`src/rtl/data_mem_handler.sv`:
```
// Single-transaction load/store bridge between the execute stage and a
// request/ack data-memory bus, with alignment checking, load extension and timeout.
module data_mem_handler #(
    parameter int TIMEOUT = 255
) (
    input  logic        clk,
    input  logic        nRst,
    input  logic        mem_read,
    input  logic        mem_write,
    input  logic [31:0] address,
    input  logic [31:0] store_data,
    input  logic [2:0]  funct3,
    output logic        stall,
    output logic        done,
    output logic        err,
    output logic [31:0] load_data,
    output logic        bus_cyc,
    output logic        bus_stb,
    output logic        bus_we,
    output logic [31:0] bus_adr,
    output logic [3:0]  bus_sel,
    output logic [31:0] bus_dat_o,
    input  logic [31:0] bus_dat_i,
    input  logic        bus_ack
);

    localparam logic [0:0] STATE_IDLE = 1'b0;
    localparam logic [0:0] STATE_BUSY = 1'b1;
    localparam logic [7:0] CNT_LAST   = 8'(TIMEOUT - 1);

    logic [0:0]  state_q, state_d;
    logic [7:0]  cnt_q, cnt_d;
    logic        cyc_q, cyc_d;
    logic        we_q, we_d;
    logic [31:0] adr_q, adr_d;
    logic [3:0]  sel_q, sel_d;
    logic [31:0] dat_o_q, dat_o_d;
    logic [2:0]  funct3_q, funct3_d;
    logic [1:0]  off_q, off_d;
    logic        done_q, done_d;
    logic        err_q, err_d;
    logic [31:0] load_data_q, load_data_d;

    logic        req;
    logic        legal;
    logic        f3_ok;
    logic        misaligned;
    logic [3:0]  sel_new;
    logic [31:0] dat_new;
    logic [31:0] lane;
    logic [31:0] load_ext;

    // Request decode: legality, lane enables and replicated store data
    always_comb begin
        req = mem_read | mem_write;
        case (funct3)
            3'b000, 3'b001, 3'b010, 3'b100, 3'b101: f3_ok = 1'b1;
            default:                                f3_ok = 1'b0;
        endcase
        case (funct3[1:0])
            2'b01:   misaligned = address[0];
            2'b10:   misaligned = (address[1:0] != 2'b00);
            default: misaligned = 1'b0;
        endcase
        legal = req && !(mem_read && mem_write) && f3_ok && !misaligned
                && !(mem_write && funct3[2]);
        case (funct3[1:0])
            2'b00: begin
                sel_new = 4'b0001 << address[1:0];
                dat_new = {4{store_data[7:0]}};
            end
            2'b01: begin
                sel_new = 4'b0011 << address[1:0];
                dat_new = {2{store_data[15:0]}};
            end
            default: begin
                sel_new = 4'b1111;
                dat_new = store_data;
            end
        endcase
    end

    // Load lane extraction and sign/zero extension using the latched access info
    always_comb begin
        lane = bus_dat_i >> {off_q, 3'b000};
        case (funct3_q)
            3'b000:  load_ext = {{24{lane[7]}}, lane[7:0]};
            3'b100:  load_ext = {24'b0, lane[7:0]};
            3'b001:  load_ext = {{16{lane[15]}}, lane[15:0]};
            3'b101:  load_ext = {16'b0, lane[15:0]};
            default: load_ext = bus_dat_i;
        endcase
    end

    always_comb begin
        state_d     = state_q;
        cnt_d       = cnt_q;
        cyc_d       = cyc_q;
        we_d        = we_q;
        adr_d       = adr_q;
        sel_d       = sel_q;
        dat_o_d     = dat_o_q;
        funct3_d    = funct3_q;
        off_d       = off_q;
        load_data_d = load_data_q;
        done_d      = 1'b0;
        err_d       = 1'b0;
        if (state_q == STATE_IDLE) begin
            if (legal) begin
                state_d  = STATE_BUSY;
                cnt_d    = 8'd0;
                cyc_d    = 1'b1;
                we_d     = mem_write;
                adr_d    = {address[31:2], 2'b00};
                sel_d    = sel_new;
                dat_o_d  = dat_new;
                funct3_d = funct3;
                off_d    = address[1:0];
            end else if (req) begin
                err_d = 1'b1;
            end
        end else begin
            cnt_d = cnt_q + 8'd1;
            // Ack takes priority over a timeout landing on the same edge
            if (bus_ack) begin
                state_d = STATE_IDLE;
                cyc_d   = 1'b0;
                done_d  = 1'b1;
                if (!we_q) load_data_d = load_ext;
            end else if (cnt_q == CNT_LAST) begin
                state_d = STATE_IDLE;
                cyc_d   = 1'b0;
                err_d   = 1'b1;
            end
        end
    end

    always_ff @(posedge clk or negedge nRst) begin
        if (!nRst) begin
            state_q     <= STATE_IDLE;
            cnt_q       <= 8'd0;
            cyc_q       <= 1'b0;
            we_q        <= 1'b0;
            adr_q       <= 32'd0;
            sel_q       <= 4'd0;
            dat_o_q     <= 32'd0;
            funct3_q    <= 3'd0;
            off_q       <= 2'd0;
            done_q      <= 1'b0;
            err_q       <= 1'b0;
            load_data_q <= 32'd0;
        end else begin
            state_q     <= state_d;
            cnt_q       <= cnt_d;
            cyc_q       <= cyc_d;
            we_q        <= we_d;
            adr_q       <= adr_d;
            sel_q       <= sel_d;
            dat_o_q     <= dat_o_d;
            funct3_q    <= funct3_d;
            off_q       <= off_d;
            done_q      <= done_d;
            err_q       <= err_d;
            load_data_q <= load_data_d;
        end
    end

    // Stall is forced low while reset is asserted even if a request is pending
    assign stall     = nRst & (((state_q == STATE_IDLE) & legal) | (state_q == STATE_BUSY));
    assign done      = done_q;
    assign err       = err_q;
    assign load_data = load_data_q;
    assign bus_cyc   = cyc_q;
    assign bus_stb   = cyc_q;
    assign bus_we    = we_q;
    assign bus_adr   = adr_q;
    assign bus_sel   = sel_q;
    assign bus_dat_o = dat_o_q;

endmodule

```
`config.mk`:
```
export PLATFORM = sky130hd
export DESIGN_NAME = data_mem_handler
export DESIGN_NICKNAME = d
export VERILOG_FILES = /design/src/rtl/data_mem_handler.sv
export SDC_FILE = /design/constraint.sdc
export NUM_CORES = 1
export LEC_CHECK = 0
export CORE_MARGIN = 4
export CORE_UTILIZATION = 45
export DETAILED_ROUTE_END_ITERATION = 10
export PLACE_DENSITY = 0.86
export SKIP_CTS_REPAIR_TIMING = 1
export SYNTH_ARGS = -nofsm -noshare
export SYNTH_HDL_FRONTEND = slang
export SYNTH_SLANG_ARGS = --single-unit
```
`constraint.sdc`:
```
create_clock -name clk -period 2.05 [get_ports clk]
set_clock_uncertainty 0.1 [all_clocks]
set_input_delay 0.205 -clock clk [delete_from_list [all_inputs] [get_ports clk]]
set_output_delay 0.205 -clock clk [all_outputs]
set_load 0.05 [all_outputs]
```
==> results.rst, run 1 <==
.. list-table::
   :header-rows: 1

   * - Metric
     - Value
   * - Switching Power
     - 6.10 mW
   * - Status
     - complete, no violations
   * - Lkg Pwr
     - between 3 and 4 nW
   * - RR Startpoint
     - off_q[1]
   * - Gate count after technology mapping
     - 501
   * - Setup slack of the most critical reg-to-reg path
     - between 200 and 300 ps
   * - Root buffer selected by CTS
     - clkbuf_16
   * - Final Routed Wirelength
     - 16800 um
   * - Sequential area share after synthesis
     - 52.4%
   * - DP Area
     - 7930 um^2
   * - Wire length of the first global-routing pass
     - 26800 um
   * - Cell with the most instances after synthesis
     - dfrtp_1
   * - Post-synth top cells
     - 116 x dfrtp_1, 68 x nand2_1, 62 x mux2_1
   * - Comb pwr share
     - 51.7%
   * - Number of buffers created by CTS
     - 17
   * - Routability-driven placement congestion ratio
     - 0.911
   * - Slowest CP cell
     - a221oi_2
   * - DR iter-0 viols
     - 423
   * - Layout Nets
     - 842
   * - Count of input and output buffers
     - just over 200
   * - Seq. cell area
     - roughly 2900 um^2
   * - Maximum number of pins on one net before global-route repair
     - 103
   * - Highest cell delay on the worst timing path
     - roughly 290 ps
   * - WL/cell
     - 18.9 um
   * - CP bufs+invs
     - 4
   * - Vias post-DR
     - 4859
   * - H-Tree Level Count
     - 4
   * - # setup viols final
     - 0
   * - Detailed Place HPWL
     - 12400 um
   * - List of cells traversed by the critical path
     - dlymetal6s2s_1 > inv_2 > ha_1 > o21bai_1 > a221oi_2 > buf_4 > a31oi_4 > nor2b_2 > buf_12
   * - Final worst path period need
     - about 2000 ps
   * - Synth Area per Inst
     - between 10 and 15 um^2
   * - Number of buffers on the longest clock path
     - 2
   * - IR drop worst, VDD
     - 1.00 mV
   * - Critical path launch point type
     - input port
   * - Count of cells along the worst register-to-register path
     - 5
   * - Combined area of the multi-input logic cells
     - 2450 um^2
   * - Number of global-route vias before repair
     - 5287
   * - Cell accounting for the most synthesized area
     - dfrtp_1
   * - Final Cell Area
     - 8550 um^2
   * - Share of flip-flops with an asynchronous set or reset after synthesis
     - 100%
   * - Highest Clock Rate
     - 499 MHz
   * - Int Pwr
     - 7.37 mW
   * - Data arrival at the endpoint of the critical path
     - approximately 1700 ps
   * - Clock Pin Slew Worst Setup and Hold Paths
     - 50 ps
   * - Sink Count
     - 116
   * - Initial cell density of the core
     - 46.1%
   * - Endpoint of the most critical register-to-register path
     - load_data[0]
   * - Main flop type after synthesis
     - dfrtp_1
   * - Die Height
     - 119 um
   * - All-layer global routing usage
     - 24.0%
   * - Row count
     - 40
   * - Number of hold violations in the final report
     - 0
   * - Fraction of power consumed by the clock network
     - 20.1%
   * - Hold Path Class
     - in2async
   * - Io pins
     - 210
   * - P per Cell Area
     - around 1600 nW/um^2
   * - Cells taking the most area after synthesis
     - dfrtp_1 52%, mux2_1 13%, nand2_1 4.6%, o21ai_0 3.7%, mux2_2 3.5%
   * - Clock latency of the later-clocked register in the worst-skew pair
     - 410 ps
   * - Relative area change from synthesis to final layout
     - 54.5%
   * - Overflow left after global routing
     - 0
   * - Number of distinct standard cells referenced by the synthesized netlist
     - 42
   * - Setup_tns
     - 0 ps
   * - # fillers
     - ~860
   * - CTS tree
     - built
   * - Number of antenna violations at the first check in global routing
     - 1
   * - Critical setup path kind
     - in2out
   * - Routed via count divided by cell count
     - between 5 and 6
   * - Remaining routing DRC violations
     - 0
   * - Worst slew slack as a fraction of its limit
     - 62.3%
   * - Die extent in x
     - 119 um
   * - Summed instance area of the synthesized netlist
     - 5540 um^2
   * - Count of flip-flops with a built-in enable after synthesis
     - 0
   * - Sequential fraction of design power
     - 28.2%
   * - Die area
     - 14100 um^2
   * - DRT antenna net count
     - 0
   * - Fraction of post-synthesis cell area in the top cell type by area
     - 52.4%
   * - Flops & latches, synth
     - 116
   * - Detailed-router iteration count before antenna repair
     - 5
   * - Ratio of cells with drive above 1 in the final layout
     - 13.4%
   * - Number of synthesis warnings
     - 0
   * - Transition time at the pin with the least slew margin
     - roughly 570 ps
   * - Max cap viols
     - 0
   * - Area of the placeable core
     - 12000 um^2
   * - Highest fanout seen on the critical path
     - 4
   * - Worst Setup End Kind
     - output pin
   * - Total count of max-transition violations in the final report
     - 0
   * - Cell family with most CP delay
     - buffers and inverters
   * - Switching Share
     - 45.3%
   * - Data required time of the worst path
     - 1750 ps
   * - Final worst-path cycle share
     - between 90% and 100%
-- worst reg2reg max path, stage by stage, from the launching register on --
cell and delay (ps):
dfrtp_1 440, buf_4 260, nor2b_1 420, nand2b_1 100
a21oi_1 230, o21ai_0 120
-- power groups by stage --
| stage | logic (mW) | registers (mW) | clock network (mW) |
|---|---|---|---|
| floorplan | 1.47 | 6.68 | 0 |
| global placement | 6.83 | 3.76 | 0 |
| detailed placement | 6.95 | 3.81 | 0 |
| CTS | 6.99 | 3.79 | 2.75 |
| global route | 7.28 | 3.91 | 2.89 |
| finish | 6.97 | 3.80 | 2.70 |
-- layout make-up --
| cell class | count | share of cell area (%) |
|---|---|---|
| flip-flops and latches | 116 | 33.9 |
| repair buffers | 245 | 28.4 |
| clock inverters | 4 | 0.234 |
| well taps | 147 | 2.15 |
| clock buffers | 27 | 6.11 |
| inverters | 11 | 0.483 |
| diodes | 1 | 0.0293 |
| multi-input cells | 341 | 28.7 |
-- registers in the layout, summed over array words and instances, names as in the netlist --
name,cells
off_q,2
cnt_q,8
bus_cyc,1
funct3_q,3
done,1
state_q,1
bus_sel,4
load_data,32
bus_we,1
bus_adr,30
bus_dat_o,32
err,1
-- worst max path at each step --
stage / start / endpoint / cells past startpoint
after floorplan: funct3[1] / bus_adr[10] / 9
after global placement: funct3[1] / bus_adr[21] / 8
after detailed placement: funct3[1] / bus_adr[16] / 8
after CTS: funct3[1] / stall / 9
after global routing: funct3[1] / stall / 9
final: funct3[1] / stall / 9
-- per-layer routing --
metal | wire length, um | GRT usage (%) | vias up | share of wire [%]
met3 | 1810 | 11.2 | 37 | 11
met4 | 452 | 10.6 | 0 | 2.7
met1 | 6400 | 26.6 | 2351 | 38
met2 | 8150 | 39.5 | 255 | 48
li1 | - | - | 2216 | -
met5 | 0 | 0 | - | 0
-- cell usage in the layout, fill, tap and decap left out, types with 2 or more instances in the layout --
| master | synthesis | routed |
|---|---|---|
| mux2_1 | 62 | 62 |
| inv_1 | 11 | 7 |
| and4_1 | 3 | 3 |
| ha_4 | 0 | 2 |
| clkbuf_16 | 0 | 17 |
| clkinv_2 | 0 | 4 |
| a22oi_1 | 16 | 16 |
| o21ai_0 | 41 | 41 |
| mux2_2 | 17 | 17 |
| o21bai_1 | 3 | 3 |
| nand2_1 | 68 | 68 |
| nor2_1 | 14 | 14 |
| nand3b_1 | 2 | 2 |
| conb_1 | 1 | 2 |
| mux2i_1 | 11 | 11 |
| o21a_1 | 3 | 3 |
| ha_1 | 6 | 3 |
| clkdlybuf4s50_1 | 0 | 201 |
| a22o_1 | 9 | 9 |
| a21oi_1 | 7 | 7 |
| inv_2 | 0 | 4 |
| o22ai_1 | 2 | 2 |
| and2_1 | 7 | 7 |
| dlymetal6s2s_1 | 0 | 4 |
| nor2b_1 | 4 | 2 |
| clkbuf_1 | 17 | 4 |
| buf_4 | 5 | 34 |
| dfrtp_1 | 116 | 116 |
| nand3_1 | 35 | 35 |
| or2_2 | 2 | 2 |
| nand2b_1 | 13 | 13 |
| nor2b_2 | 0 | 2 |
| clkbuf_8 | 0 | 6 |
| buf_12 | 0 | 5 |
-- kinds of logic after synthesis --
logic type	count (synthesis)	synth area share, %
xor gates and xnor gates	1	0.158
DFF	116	52.4
adders and majority gates	6	1.36
other	1	0.0677
buffers and inverters	45	4.29
muxes	90	18.1
and+or+nand+nor	155	13.5
AOI/OAI and AO/OA	87	10.2
-- through the flow --
stage	setup WS, ps	hold slack, ps	total power, mW	utilization [%]	instances
floorplan	5.34	-191	8.15	-	502
global placement	-433	-25.7	10.6	66.0	855
detailed placement	-561	-16.3	10.8	66.0	855
CTS	-421	-462	13.5	70.5	886
global route	-17.5	94.0	14.1	71.2	892
finish	44.1	95.9	13.5	71.2	892
Note: power is estimated with default switching activity, not from simulation.
==> run 2: changes to the inputs <==
Settings changed: ABC_CLOCK_PERIOD_IN_PS set to 2200.
Clock period 2.05 ns to 2.2 ns, I/O delays scaled along.
==> run 2 against run 1 <==
Net effect: routed wire length is 4.5% higher; setup slack better by 2.5 ps; via count is 1.2% higher; combinational power fell by 7.2%; critical path depth did not move; flip-flop and latch count unchanged; utilization rose by 0.083 points; register-to-register slack better by 50 ps; clock-buffer cell count is 4 lower; critical path type unchanged; largest power group unchanged.
==> results.rst, run 2 (same netlist as run 1, synthesis figures left out) <==
.. list-table::
   :header-rows: 1

   * - Metric
     - Value
   * - Status
     - complete, no violations (unchanged)
   * - H-Tree Level Count
     - 4 (unchanged)
   * - Overflow left after global routing
     - 0 (unchanged)
   * - Detailed Place HPWL
     - 13100 um (was 12400 um)
   * - Number of antenna violations at the first check in global routing
     - 0 (was 1)
   * - Lkg Pwr
     - 3.76 nW (about the same)
   * - Die area
     - 14100 um^2 (unchanged)
   * - Cell family with most CP delay
     - buffers and inverters (unchanged)
   * - Highest fanout seen on the critical path
     - 2 (was 4)
   * - Count of input and output buffers
     - 207 (unchanged)
   * - Row count
     - 40 (unchanged)
   * - Slowest CP cell
     - clkdlybuf4s50_1 (was a221oi_2)
   * - Total count of max-transition violations in the final report
     - 0 (unchanged)
   * - Critical path launch point type
     - input port (unchanged)
   * - Root buffer selected by CTS
     - clkbuf_16 (unchanged)
   * - Vias post-DR
     - 4916 (was 4859)
   * - Die Height
     - 119 um (unchanged)
   * - Clock Pin Slew Worst Setup and Hold Paths
     - 60 ps (was 50 ps)
   * - Detailed-router iteration count before antenna repair
     - 7 (was 5)
   * - Final worst path period need
     - 2150 ps
   * - CP bufs+invs
     - 5 (was 4)
   * - Wire length of the first global-routing pass
     - 27500 um (was 26800 um)
   * - Layout Nets
     - 842 (unchanged)
   * - Worst slew slack as a fraction of its limit
     - 58.3% (was 62.3%)
   * - Transition time at the pin with the least slew margin
     - 626 ps (was 566 ps)
   * - Worst Hold Margin
     - 98.3 ps (was 95.9 ps)
   * - Total chip power
     - 12.7 mW (was 13.5 mW)
   * - # setup viols final
     - 0 (unchanged)
   * - Final worst-path cycle share
     - 97.9%
   * - Number of hold violations in the final report
     - 0 (unchanged)
   * - Io pins
     - 210 (unchanged)
   * - Maximum number of pins on one net before global-route repair
     - 117 (was 103)
   * - Routed via count divided by cell count
     - 5.51 (was 5.45)
   * - Critical setup path kind
     - in2out (unchanged)
   * - Number of global-route vias before repair
     - 5190 (was 5287)
   * - Final Worst Setup Slack
     - 46.7 ps (was 44.1 ps)
   * - Hold Path Class
     - in2reg (was in2async)
   * - Data required time of the worst path
     - 1880 ps (was 1750 ps)
   * - Final Cell Area
     - 8560 um^2 (was 8550 um^2)
   * - DP Area
     - 7920 um^2 (was 7930 um^2)
   * - DR iter-0 viols
     - 421 (was 423)
   * - Clock latency of the later-clocked register in the worst-skew pair
     - 420 ps (was 410 ps)
   * - Number of buffers created by CTS
     - 17 (unchanged)
   * - Area of the placeable core
     - 12000 um^2 (unchanged)
   * - IR drop worst, VDD
     - 1.15 mV (was 1.00 mV)
   * - Die extent in x
     - 119 um (unchanged)
   * - DRT antenna net count
     - 0 (unchanged)
   * - Max cap viols
     - 0 (unchanged)
   * - Final Routed Wirelength
     - 17600 um (was 16800 um)
   * - Data arrival at the endpoint of the critical path
     - 1830 ps (was 1700 ps)
   * - Diodes inserted
     - 0 (was 1)
   * - Sink Count
     - 116 (unchanged)
   * - Initial cell density of the core
     - 46.1% (unchanged)
   * - Setup Slack @ Placement
     - -391 ps (was -561 ps)
   * - Relative area change from synthesis to final layout
     - 54.6% (was 54.5%)
   * - List of cells traversed by the critical path
     - clkdlybuf4s50_1 > inv_2 > ha_4 > inv_2 > a221oi_2 > buf_4 > a31oi_4 > nor2b_4 > buf_12 (was dlymetal6s2s_1 > inv_2 > ha_1 > o21bai_1 > a221oi_2 > buf_4 > a31oi_4 > nor2b_2 > buf_12)
   * - All-layer global routing usage
     - 25.0% (was 24.0%)
   * - Most frequent cells in the layout
     - 202 x clkdlybuf4s50_1, 116 x dfrtp_1, 68 x nand2_1, 62 x mux2_1, 41 x o21ai_0 (was 201 x clkdlybuf4s50_1, 116 x dfrtp_1, 68 x nand2_1, 62 x mux2_1, 41 x o21ai_0)
   * - Most frequent CP cell
     - inv_2
   * - Highest Clock Rate
     - 464 MHz
   * - P per Cell Area
     - 1480 nW/um^2 (was 1580 nW/um^2)
   * - Ratio of cells with drive above 1 in the final layout
     - 13.7% (was 13.4%)
   * - Highest cell delay on the worst timing path
     - 470 ps (was 290 ps)
   * - Remaining routing DRC violations
     - 0 (unchanged)
   * - CTS tree
     - built (unchanged)
   * - Worst Setup End Kind
     - output pin (unchanged)
   * - Number of buffers on the longest clock path
     - 2 (unchanged)
   * - WL/cell
     - 19.7 um (was 18.9 um)
   * - Routability-driven placement congestion ratio
     - 0.921 (was 0.911)
   * - Most common cell after layout, fill and taps aside
     - clkdlybuf4s50_1 (unchanged)
[run 2: changes by cell type in the layout (fill, tap and decap cells not counted), sizes merged]
cell,before,now
clkbuf,27,23
clkinvlp,0,3
bufinv,0,1
clkdlybuf4s50,201,202
clkinv,4,5
diode,1,0
dlymetal6s2s,4,3
[run 2: final cells by class]
type	instances	area, um^2
fill	836	3450
sequential	116	2900
multi-input combinational	341	2440
timing repair buffer	245	2420
clock buffer	23	488
tap	147	184
clock inverter	9	77.6
inverter	11	41.3
[run 2: worst min-delay path, delay by kind of cell]
kind | cells | cell delay, ps
buf+inv | 2 | 230
mux | 1 | 130
[run 2: report_power, final]
group          switching [mW]  leakage [nW]  total, mW  internal [mW]
Combinational            4.20          2.07       6.47           2.27
Sequential              0.585          1.41       3.57           2.99
Clock                   0.976         0.275       2.64           1.66
[run 2: through the flow]
stage | instances | util (%) | setup TNS (ps)
6_report | 892 | 71.3 | 0
2_1_floorplan | 502 | - | 0
3_3_place_gp | 856 | 66.0 | -15030
5_1_grt | 892 | 71.3 | -32.6
4_1_cts | 888 | 70.7 | -217
3_5_place_dp | 856 | 66.0 | -25180
[run 2: final timing paths]
check / startpoint / endpoint / slack [ps] / cells after the start
min reg2reg: bus_adr[10] / bus_adr[10] / 380 / 1
min: mem_write / bus_we / 100 / 3
min in group asynchronous: nRst / off_q[1] / 430 / 3
max: mem_read / stall / 50 / 9
max in group asynchronous: nRst / err / 1090 / 3
max reg2reg: off_q[1] / load_data[11] / 300 / 6
[run 2: layer usage]
| metal | part of all wire [%] | wire, um | GRT usage (%) |
|---|---|---|---|
| met4 | 4.3 | 749 | 12.8 |
| met5 | 0 | 0 | 0 |
| met1 | 38 | 6680 | 28.0 |
| met3 | 9.9 | 1730 | 9.64 |
| met2 | 48 | 8410 | 41.5 |
==> run 3: changes to the inputs <==
Settings changed: HOLD_SLACK_MARGIN set to 0.08, PLACE_DENSITY 0.86 to 0.88.
==> run 3 against run 2 <==
Net effect: flip-flop and latch count stayed put; global-route usage is 0.26 points higher; register-to-register slack worse by 70 ps; design area is 0.35% higher; die area stayed put; critical path type unchanged; sequential share of layout area is 0.12 points lower.
==> results.rst, run 3 (same netlist as run 1, synthesis figures left out) <==
.. list-table::
   :header-rows: 1

   * - Metric
     - Value
   * - H-Tree Level Count
     - 4 (unchanged)
   * - RSZ-0062 raised after global routing
     - no
   * - Data required time of the worst path
     - 1880 ps (about the same)
   * - Vias post-DR
     - 4988 (was 4916)
   * - Worst slew slack as a fraction of its limit
     - 59.5% (was 58.3%)
   * - Die Height
     - 119 um (unchanged)
   * - Max cap viols
     - 0 (unchanged)
   * - Area of the placeable core
     - 12000 um^2 (unchanged)
   * - Data arrival at the endpoint of the critical path
     - 1740 ps (was 1830 ps)
   * - Detailed-router iteration count before antenna repair
     - 5 (was 7)
   * - Worst Setup End Kind
     - output pin (unchanged)
   * - Die extent in x
     - 119 um (unchanged)
   * - P per Cell Area
     - 1500 nW/um^2 (was 1480 nW/um^2)
   * - Clock latency of the later-clocked register in the worst-skew pair
     - 420 ps (about the same)
   * - DRT antenna net count
     - 0 (unchanged)
   * - Highest Clock Rate
     - 485 MHz (was 464 MHz)
   * - Most common cell after layout, fill and taps aside
     - clkdlybuf4s50_1 (unchanged)
   * - CTS tree
     - built (unchanged)
   * - Overflow left after global routing
     - 0 (unchanged)
   * - Transition time at the pin with the least slew margin
     - 608 ps (was 626 ps)
   * - Relative area change from synthesis to final layout
     - 55.2% (was 54.6%)
   * - WL/cell
     - 19.9 um (was 19.7 um)
   * - Number of buffers created by CTS
     - 17 (unchanged)
   * - Final Cell Area
     - 8590 um^2 (was 8560 um^2)
   * - Setup_tns
     - 0 ps (unchanged)
   * - Routed via count divided by cell count
     - 5.62 (was 5.51)
   * - Routability-driven placement congestion ratio
     - 0.915 (was 0.921)
   * - Setup Slack @ Placement
     - -486 ps (was -391 ps)
   * - Layout Nets
     - 837 (was 842)
   * - Hold Path Class
     - in2reg (unchanged)
   * - Highest fanout seen on the critical path
     - 4 (was 2)
   * - DP Area
     - 7910 um^2 (was 7920 um^2)
   * - Total chip power
     - 12.9 mW (was 12.7 mW)
   * - # setup viols final
     - 0 (unchanged)
   * - Lkg Pwr
     - 3.77 nW (was 3.76 nW)
   * - DR iter-0 viols
     - 471 (was 421)
   * - Final worst-path cycle share
     - 93.7% (was 97.9%)
   * - Final worst path period need
     - 2060 ps (was 2150 ps)
   * - Detailed Place HPWL
     - 12700 um (was 13100 um)
   * - Row count
     - 40 (unchanged)
   * - Sink Count
     - 116 (unchanged)
   * - Root buffer selected by CTS
     - clkbuf_16 (unchanged)
   * - Wire length of the first global-routing pass
     - 28100 um (was 27500 um)
   * - Initial cell density of the core
     - 46.1% (unchanged)
   * - IR drop worst, VDD
     - 0.977 mV (was 1.15 mV)
   * - Clock Pin Slew Worst Setup and Hold Paths
     - 50 ps (was 60 ps)
   * - Critical path launch point type
     - input port (unchanged)
   * - Total count of max-transition violations in the final report
     - 0 (unchanged)
   * - Number of buffers on the longest clock path
     - 2 (unchanged)
   * - Final Routed Wirelength
     - 17700 um (was 17600 um)
   * - Ratio of cells with drive above 1 in the final layout
     - 13.1% (was 13.7%)
   * - Number of hold violations in the final report
     - 0 (unchanged)
   * - Count of input and output buffers
     - 207 (unchanged)
   * - Number of antenna violations at the first check in global routing
     - 1 (was 0)
   * - Die area
     - 14100 um^2 (unchanged)
   * - Most frequent cells in the layout
     - 201 x clkdlybuf4s50_1, 116 x dfrtp_1, 68 x nand2_1, 62 x mux2_1, 41 x o21ai_0 (was 202 x clkdlybuf4s50_1, 116 x dfrtp_1, 68 x nand2_1, 62 x mux2_1, 41 x o21ai_0)
   * - Status
     - complete, no violations (unchanged)
   * - All-layer global routing usage
     - 25.3% (was 25.0%)
   * - Critical setup path kind
     - in2out (unchanged)
   * - Remaining routing DRC violations
     - 0 (unchanged)
   * - Final Worst Setup Slack
     - 139 ps (was 46.7 ps)
   * - Maximum number of pins on one net before global-route repair
     - 117 (unchanged)
   * - Number of global-route vias before repair
     - 5328 (was 5190)
   * - Io pins
     - 210 (unchanged)
-- run 3: cell types whose count changed in the layout (fill, tap and decap cells not counted), moves of 2 or more --
cell,previous run,this run
buf_4,34,28
bufinv_16,1,3
clkbuf_1,2,0
clkinv_2,5,3
-- run 3: power breakdown --
part           total [mW]  internal [mW]  switching [mW]  leakage [nW]
logic                6.44           2.27            4.18          2.06
clock network        2.88           1.87            1.01         0.294
registers            3.60           2.99           0.608          1.41
total                12.9           7.12            5.80          3.77
-- run 3: final cells by class --
type | instances | area, um^2
fill | 816 | 3420
sequential | 116 | 2900
multi-input combinational | 341 | 2440
timing repair buffer | 240 | 2400
clock buffer | 20 | 467
tap | 147 | 184
clock inverter | 12 | 153
inverter | 11 | 41.3
antenna | 1 | 2.50
-- run 3: worst paths after layout --
kind                              start             to  slack (ps)  cells after the start
hold / removal                mem_write         bus_we         100                      3
max in group asynchronous          nRst  bus_dat_o[19]        1140                      3
min in group asynchronous          nRst    funct3_q[2]         430                      3
hold reg to reg            load_data[6]   load_data[6]         380                      2
setup / recovery              funct3[1]          stall         140                      9
setup reg to reg               off_q[1]   load_data[0]         230                      5
-- run 3: worst max-delay path, cell delays in order --
cell and delay (ps):
dlymetal6s2s_1 170, inv_1 120, ha_1 220, buf_4 140, o211ai_1 240, buf_4 170
a31oi_2 90, nor2b_2 200, buf_12 160
-- run 3: stage by stage --
stage | std cells | hold WS, ps | util [%]
final | 888 | 98.4 | 71.5
after global routing | 888 | 94.2 | 71.5
after CTS | 885 | -155 | 71.0
after detailed placement | 853 | 298 | 65.9
after global placement | 853 | 289 | 65.9
after floorplan | 502 | -176 | -
-- run 3: per-layer routing --
metal | routed length (um) | vias to the layer above | share of wire, % | track usage, %
li1 | - | 2212 | - | -
met1 | 6490 | 2426 | 37 | 27.6
met2 | 8520 | 286 | 48 | 41.9
met3 | 1890 | 64 | 11 | 11.3
met4 | 762 | 0 | 4.3 | 12.3
met5 | 0 | - | 0 | 0
